[config.mk]
export PLATFORM = sky130hd
export DESIGN_NAME = grf_wb_arbiter
export DESIGN_NICKNAME = d
export VERILOG_FILES = /design/src/rtl/grf_wb_arbiter.sv
export SDC_FILE = /design/constraint.sdc
export NUM_CORES = 1
export LEC_CHECK = 0
export ABC_CLOCK_PERIOD_IN_PS = 8039
export BUFFER_PORTS_ARGS = -buffer_cell sky130_fd_sc_hd__buf_2
export CORE_ASPECT_RATIO = 0.6
export CORE_UTILIZATION = 50
export DETAILED_ROUTE_END_ITERATION = 8
export PLACE_DENSITY = 0.77
export SLEW_MARGIN = 10
export SYNTH_ARGS = -nofsm -noshare
export SYNTH_HDL_FRONTEND = slang
export SYNTH_SLANG_ARGS = --single-unit
export TNS_END_PERCENT = 100
[constraint.sdc]
create_clock -name clk -period 8.04 [get_ports clk]
set_clock_uncertainty 0.05 [all_clocks]
set_input_delay 0 -clock clk [delete_from_list [all_inputs] [get_ports clk]]
set_output_delay 0 -clock clk [all_outputs]
set_load 0.1 [all_outputs]
[src/rtl/grf_wb_arbiter.sv]
// GRF write-port arbiter: W-stage writeback has priority, secondary writes queue in a FIFO.
// Optional trace output is compiled in with GRF_WB_ARBITER_TRACE_EN.
module grf_wb_arbiter #(
   parameter int DEPTH        = 2,
   parameter int STARVE_LIMIT = 4
) (
   input  logic        clk,
   input  logic        reset,
   input  logic        w_we,
   input  logic [4:0]  w_addr,
   input  logic [31:0] w_data,
   input  logic        s_valid,
   input  logic [4:0]  s_addr,
   input  logic [31:0] s_data,
   output logic        s_ready,
   output logic        grf_we,
   output logic [4:0]  grf_waddr,
   output logic [31:0] grf_wdata,
   output logic [31:0] pending_mask,
   output logic        stall_req
);

   localparam int AW = (DEPTH > 1) ? $clog2(DEPTH) : 1;
   localparam int CW = AW + 1;
   localparam int WW = $clog2(STARVE_LIMIT + 1);
   localparam logic [CW-1:0] FULL_CNT = CW'(DEPTH);
   localparam logic [WW-1:0] LIMIT    = WW'(STARVE_LIMIT);

   logic [4:0]       addr_q [DEPTH];
   logic [31:0]      data_q [DEPTH];
   logic [DEPTH-1:0] vld_q, vld_d;
   logic [AW-1:0]    rd_q, wr_q;
   logic [CW-1:0]    cnt_q, cnt_d;
   logic [WW-1:0]    wait_q, wait_d;
   logic [31:0]      pend_q, pend_d;

   logic empty, full, head_vld, w_real, accept, push, pop, stall, gnt_w, gnt_s;

   assign empty    = (cnt_q == '0);
   assign full     = (cnt_q == FULL_CNT);
   assign head_vld = !empty && vld_q[rd_q];
   assign w_real   = w_we && (w_addr != 5'd0);
   assign accept   = s_valid && !full && !reset;
   // Writes to $0 complete the handshake but never occupy a slot.
   assign push     = accept && (s_addr != 5'd0);
   assign stall    = !reset && head_vld && (wait_q >= LIMIT);

   always_comb begin
      gnt_w = 1'b0;
      gnt_s = 1'b0;
      pop   = 1'b0;
      if (!reset) begin
         if (stall) begin
            gnt_s = 1'b1;
            pop   = 1'b1;
         end else if (w_real) begin
            gnt_w = 1'b1;
            pop   = !empty && !head_vld;
         end else if (head_vld) begin
            gnt_s = 1'b1;
            pop   = 1'b1;
         end else begin
            pop   = !empty;
         end
      end
   end

   assign s_ready      = !full && !reset;
   assign stall_req    = stall;
   assign grf_we       = gnt_w || gnt_s;
   assign grf_waddr    = gnt_s ? addr_q[rd_q] : (gnt_w ? w_addr : 5'd0);
   assign grf_wdata    = gnt_s ? data_q[rd_q] : (gnt_w ? w_data : 32'd0);
   assign pending_mask = reset ? 32'd0 : pend_q;

   always_comb begin
      vld_d  = vld_q;
      pend_d = '0;
      // Squash older copies first; a same-cycle push is newer and lands valid.
      for (int i = 0; i < DEPTH; i++) begin
         if (gnt_w && (addr_q[i] == w_addr)) vld_d[i] = 1'b0;
      end
      if (pop)  vld_d[rd_q] = 1'b0;
      if (push) vld_d[wr_q] = 1'b1;
      for (int i = 0; i < DEPTH; i++) begin
         if (vld_d[i]) begin
            if (push && (wr_q == AW'(i))) pend_d[s_addr]    = 1'b1;
            else                          pend_d[addr_q[i]] = 1'b1;
         end
      end
      cnt_d = cnt_q + CW'(push) - CW'(pop);
      if (pop || !head_vld) wait_d = '0;
      else if (wait_q == LIMIT) wait_d = wait_q;
      else wait_d = wait_q + WW'(1);
   end

   always_ff @(posedge clk) begin
      if (reset) begin
         vld_q  <= '0;
         rd_q   <= '0;
         wr_q   <= '0;
         cnt_q  <= '0;
         wait_q <= '0;
         pend_q <= '0;
      end else begin
         vld_q  <= vld_d;
         rd_q   <= rd_q + AW'(pop);
         wr_q   <= wr_q + AW'(push);
         cnt_q  <= cnt_d;
         wait_q <= wait_d;
         pend_q <= pend_d;
      end
   end

   always_ff @(posedge clk) begin
      if (push) begin
         addr_q[wr_q] <= s_addr;
         data_q[wr_q] <= s_data;
      end
   end

`ifdef GRF_WB_ARBITER_TRACE_EN
   always @(posedge clk) begin
      if (grf_we && (grf_waddr != 5'd0))
         $display("%d@ %s $%d <= %h", $time, gnt_s ? "S" : "W", grf_waddr, grf_wdata);
      for (int i = 0; i < DEPTH; i++) begin
         if (gnt_w && vld_q[i] && (addr_q[i] == w_addr))
            $display("%d@ squash entry %0d $%d", $time, i, addr_q[i]);
      end
   end
`endif

endmodule

After elaboration in Yosys (flattened, before gate mapping). Memory sizes are Yosys's and may differ from the RTL's. A register that Yosys moved wholly into a read port is not among the register bits. Cells that the tools add are included.

Input bits: 78. Memories: 2. Memory bits (writable): 74. Bits in registers: 41. Logic and storage cells: 102. Output and inout port bits: 72.

Memory list: data_q (depth 2, width 32, read ports 1, clocked after memory_dff 1, write ports 1, line 30) `logic [31:0] data_q [DEPTH];`; addr_q (depth 2, width 5, read ports 3, clocked after memory_dff 1, write ports 1, line 29) `logic [4:0] addr_q [DEPTH];`.

Reduce and logical (&&, ||, !) cells: 28. Muxes and demuxes: 40. Magnitude comparators: 11. Bitwise logic cells: 6. Add/sub/neg operators: 5. Equal/unequal tests: 4.

Operators with widths (count): two-way mux 32 bit (7); bitwise OR 32 bit (2); two-way mux 1 bit (24); logical AND 1 bit (18); < comparator 5 x 6 -> 1 bit (second input constant) (3); demux 1 bit (select 5 bit) (3); greater-or-equal comparator 5 x 1 -> 1 bit (second input constant) (3); == test 5 bit (2); two-way mux 5 bit (2); nonzero test 5 bit (2); logical NOT 1 bit (4); < comparator 1 x 2 -> 1 bit (second input constant) (2); two-way mux 2 bit (2); adder 3 x 1 -> 3 bit (second input constant) (1); == test 3 bit (second input constant) (1); greater-or-equal comparator 3 bit (second input constant) (1); adder 1 bit (2); adder 2 x 1 -> 2 bit (1); bitwise AND 2 bit (1); demux 1 bit (select 1 bit) (2); == test 2 bit (second input constant) (1); greater-or-equal comparator 1 bit (second input constant) (2); logical NOT 2 bit (1); logical OR 1 bit (2); other kinds (5) (5).

Longest topological paths before layout.
Depth after elaboration: 17. Mapped depth: 13. Depth with buffers taken out: 10.

Least setup slack after synthesis. Ideal clock, no wire load.

Kind: reg2reg. Start point: register cnt_q[0]. End point: register pend_q[24]. Setup time: 79 ps. Arrival: 4957 ps. Path slack: 2954 ps. Stages on the path, launching flop included: 13. Clock period less this slack: 5086 ps. Buffers on the path: 3. Data required time: 7911 ps. Cell sequence: dfxtp_1 -> inv_1 -> a21oi_1 -> o311a_1 -> buf_6 -> buf_6 -> ha_1 -> buf_2 -> nor3b_2 -> a22oi_1 -> and2_1 -> a211o_1 -> o221ai_2.

Longest elaborated chain between the ends: 17. Elaborated cells between the ends (all ways): 34. Classes of those cells: 1 x eq/ne; 14 x mux; 4 x bitwise; 15 x reduce/logical.

RTL lines: start: declaration (line 33) `logic [CW-1:0] cnt_q, cnt_d;`; start signal: assignment (line 108) `cnt_q <= cnt_d;`; logical NOT 2 bit (line 39) `assign empty = (cnt_q == '0);`; logical NOT 1 bit (line 41, 58, 63); logical AND 1 bit (line 41) `assign head_vld = !empty && vld_q[rd_q];`; logical AND 1 bit (2 in a row) (line 46) `assign stall = !reset && head_vld && (wait_q >= LIMIT);`; two-way mux 1 bit (line 53) `if (stall) begin`; two-way mux 1 bit (line 52) `if (!reset) begin`; logical AND 1 bit (line 80) `if (gnt_w && (addr_q[i] == w_addr)) vld_d[i] = 1'b0;`; two-way mux 1 bit (line 80); bitwise AND 2 bit (no source line); two-way mux 2 bit (line 82) `if (pop) vld_d[rd_q] = 1'b0;`; bitwise OR 2 bit (no source line); two-way mux 2 bit (line 83) `if (push) vld_d[wr_q] = 1'b1;`; two-way mux 32 bit (line 85) `if (vld_d[i]) begin`; bitwise OR 32 bit (no source line); two-way mux 32 bit (line 86) `if (push && (wr_q == AW'(i))) pend_d[s_addr] = 1'b1;`; two-way mux 32 bit * (line 85); end signal: assignment (line 110) `pend_q <= pend_d;`; end: declaration (line 35) `logic [31:0] pend_q, pend_d;`.

Mark *: on every way between the ends. The rest lies on a longest branch, timed or not. A chain may end at the register's enable or synchronous reset.

Worst setup path after layout. Same ends and word-level chain as after synthesis.

==> metrics.txt <==
crit-path cells=inv_1 > a21oi_1 > o311a_1 > buf_4 > ha_2 > nor3b_2 > a22oi_1 > and2_1 > a211o_1 > o221ai_2; Post-synth EDFFs=74; drt via density=6.16; chip height=90.7 microns; RSZ-0062 raised after global routing=false; Initial Utilization=52.9%; initial antenna violation count=1; Critical path buffers and inverters=2; filler cell count=914; max_cap viols=0; Slew Limit Fails=0; status=complete, no violations; Synth top cells by count=edfxtp_1 (74), a22oi_1 (64), nor2_1 (61); CORE AREA=12400 sq um; WP data arrival=4.42 ns; Final setup viols=0; largest net degree at the start of global routing=46; H-tree Lvls=4; number of global-route vias before repair=5753; Slew @ Worst Pin=1.23 ns; FP Rows=31; post-synthesis cell type count=50; post-layout util=65.7%; Ports=150; TritonCTS clock tree=built; Worst Min Path Start=reset; via count=5784; Avg Cell Area, Syn=10.8 sq um; Hold Path Class=in2reg; first-pass GRT wire length=30000 microns; WL final=19200 microns; critical path class=reg2reg; die width=150 microns; Routed Antenna Nets=0; clock root buffer=clkbuf_16; Final Hold Vio Count=0; cell family with most CP delay=compound AO/OA/AOI/OAI gates; ys async rst share=0%; Max Freq=241 MHz; worst r2r path cells=10; Num Clock Sinks=115; Max clock buf depth=2; Yosys top cell area share=33.9%; headroom to the max-slew limit=17.0%; Die Area=13600 sq um; DRC=0; DR WL/cell=20.4 microns; post-synth net total=693; sequential area share after synthesis=46.4%; nets@finish=845; RR Endpoint=pend_q[24]; grt ovf=0; IO Port Bufs=149; top cells by area, synth=edfxtp_1 (34%), dfxtp_1 (13%), a22oi_1 (7.3%); worst reg2reg setup slack=3.88 ns; minimum clock period=4.16 ns; clock-pin slew on the worst setup and hold paths=0.06 ns; initial drt markers=727; crit share post-route=51.7%; DPL Wire Length=11700 microns; leakage=3.09 nW; Post-Syn Area=6560 sq um; Final GP Congestion=0.924; Inserted Clock Buffers=17; layout cells sized above 1=32.2%; Hold Slack=0.0560 ns; Startpoint Class=flip-flop; Cells after Synth=609; gr usage total=28.8%; Req. time, crit path=8.31 ns; # diodes=0; CP max stage delay=1.04 ns; most common cell in the netlist=edfxtp_1; setup_tns=0 ns; 1st-pass router iterations=6; Main synth FF type=edfxtp_1; CP max FO=45; Area growth syn-to-layout=24.4%; Design Power=1.94 mW; Crit-path slowest cell=ha_2; Syn. warnings=0; reg2reg start=cnt_q[0]; area leader, netlist=edfxtp_1; Hold EP=rd_q; worst skew pair latency=0.42 ns; worst hold path cell count=2; maximum VDD drop=0.000140 V; Critical Path End Type=flip-flop; Synth Register Bits=115; Power Dens Cells=238 nW/um^2
==> logic make-up (layout without fill, tap and decap cells) <==
group	after synthesis	after routing	share of synthesized area [%]
mux	38	38	5.87
flops	115	115	46.4
simple gates	195	195	16.9
compound gates	176	176	22.3
buf+inv	66	231	5.66
xor+xnor	13	13	1.74
fa+ha+maj	6	6	1.14
==> cell usage in the layout (no fill, tap or decap), types with 2 or more instances in the layout <==
master / count
nand2_1: 42
and2_1: 5
and3b_1: 14
a22oi_1: 64
nor3b_2: 7
mux2i_1: 37
nand2b_1: 2
o21ai_1: 5
xnor2_1: 2
buf_2: 149
and2_0: 2
inv_1: 8
ha_1: 4
clkinv_4: 3
nor3_1: 6
and3_1: 6
o221ai_2: 31
clkbuf_16: 17
edfxtp_1: 74
nor3b_1: 6
inv_8: 2
dfxtp_1: 40
nor2b_1: 33
nor2_1: 61
inv_6: 4
a21oi_1: 2
dlygate4sd3_1: 37
xor2_1: 11
buf_4: 5
o21ai_2: 9
o21ai_0: 53
a211o_1: 4
ha_2: 2
nor3b_4: 2
clkinvlp_4: 4
==> where the power goes <==
group / internal [mW] / switching [mW]
logic: 0.140 / 0.360
registers: 0.678 / 0.0245
clock network: 0.433 / 0.306
==> layout make-up <==
type | count | area (sq um) | area share [%]
Tap cell | 165 | 206 | 2.53
Inverter | 8 | 30.0 | 0.368
Clock buffer | 17 | 425 | 5.21
Sequential cell | 115 | 3040 | 37.3
Multi-Input combinational cell | 428 | 3150 | 38.6
Clock inverter | 15 | 149 | 1.82
Timing Repair Buffer | 191 | 1150 | 14.1
==> worst register-to-register path, stage by stage, from the launching register on <==
cell      delay, ns
dfxtp_1        0.38
inv_1          0.05
a21oi_1        0.40
o311a_1        0.25
buf_4          0.35
ha_2           1.05
nor3b_2        0.76
a22oi_1        0.21
and2_1         0.22
a211o_1        0.28
o221ai_2       0.06
==> how the worst max path moves through the flow <==
stage | slack, ns | from | cells past startpoint | endpoint
CTS | 4.00 | cnt_q[0] | 10 | pend_q[24]
detailed placement | 3.99 | reset | 10 | pend_q[24]
floorplan | 2.95 | cnt_q[0] | 12 | pend_q[24]
finish | 3.88 | cnt_q[0] | 10 | pend_q[24]
global placement | 4.11 | reset | 10 | pend_q[24]
global route | 3.74 | cnt_q[0] | 10 | pend_q[24]
==> layer usage <==
metal  track usage [%]  up-vias  wire length, microns
met5                 0        -                    16
met4              11.1        2                   541
met3              8.23       68                  2180
met2              44.1      384                  8630
met1              38.3     2751                  7820
li1                  -     2579                     -
==> per-stage QoR <==
| stage | worst slack [ns] | std cells | cell area (sq um) |
|---|---|---|---|
| 3_3_place_gp | 4.11 | 870 | 7220 |
| 4_1_cts | 4.00 | 939 | 8160 |
| 6_report | 3.88 | 939 | 8160 |
| 2_1_floorplan | 2.95 | 609 | 6560 |
| 3_5_place_dp | 3.99 | 870 | 7220 |
| 5_1_grt | 3.74 | 939 | 8160 |
==> repair_timing <==
item                                   CTS  global route
hold buffers                            37             0
resized for setup                        0             0
buffers inserted                         0             0
setup endpoints to repair                0             0
endpoints found under the hold margin   74             0
==> flip-flops by register name, summed over array words and instances (netlist names) <==
| register | cells |
|---|---|
| cnt_q | 2 |
| rd_q | 1 |
| data_q | 64 |
| wr_q | 1 |
| addr_q | 10 |
| wait_q | 3 |
| vld_q | 2 |
| pend_q | 32 |
(Power assumes the default switching activity.)
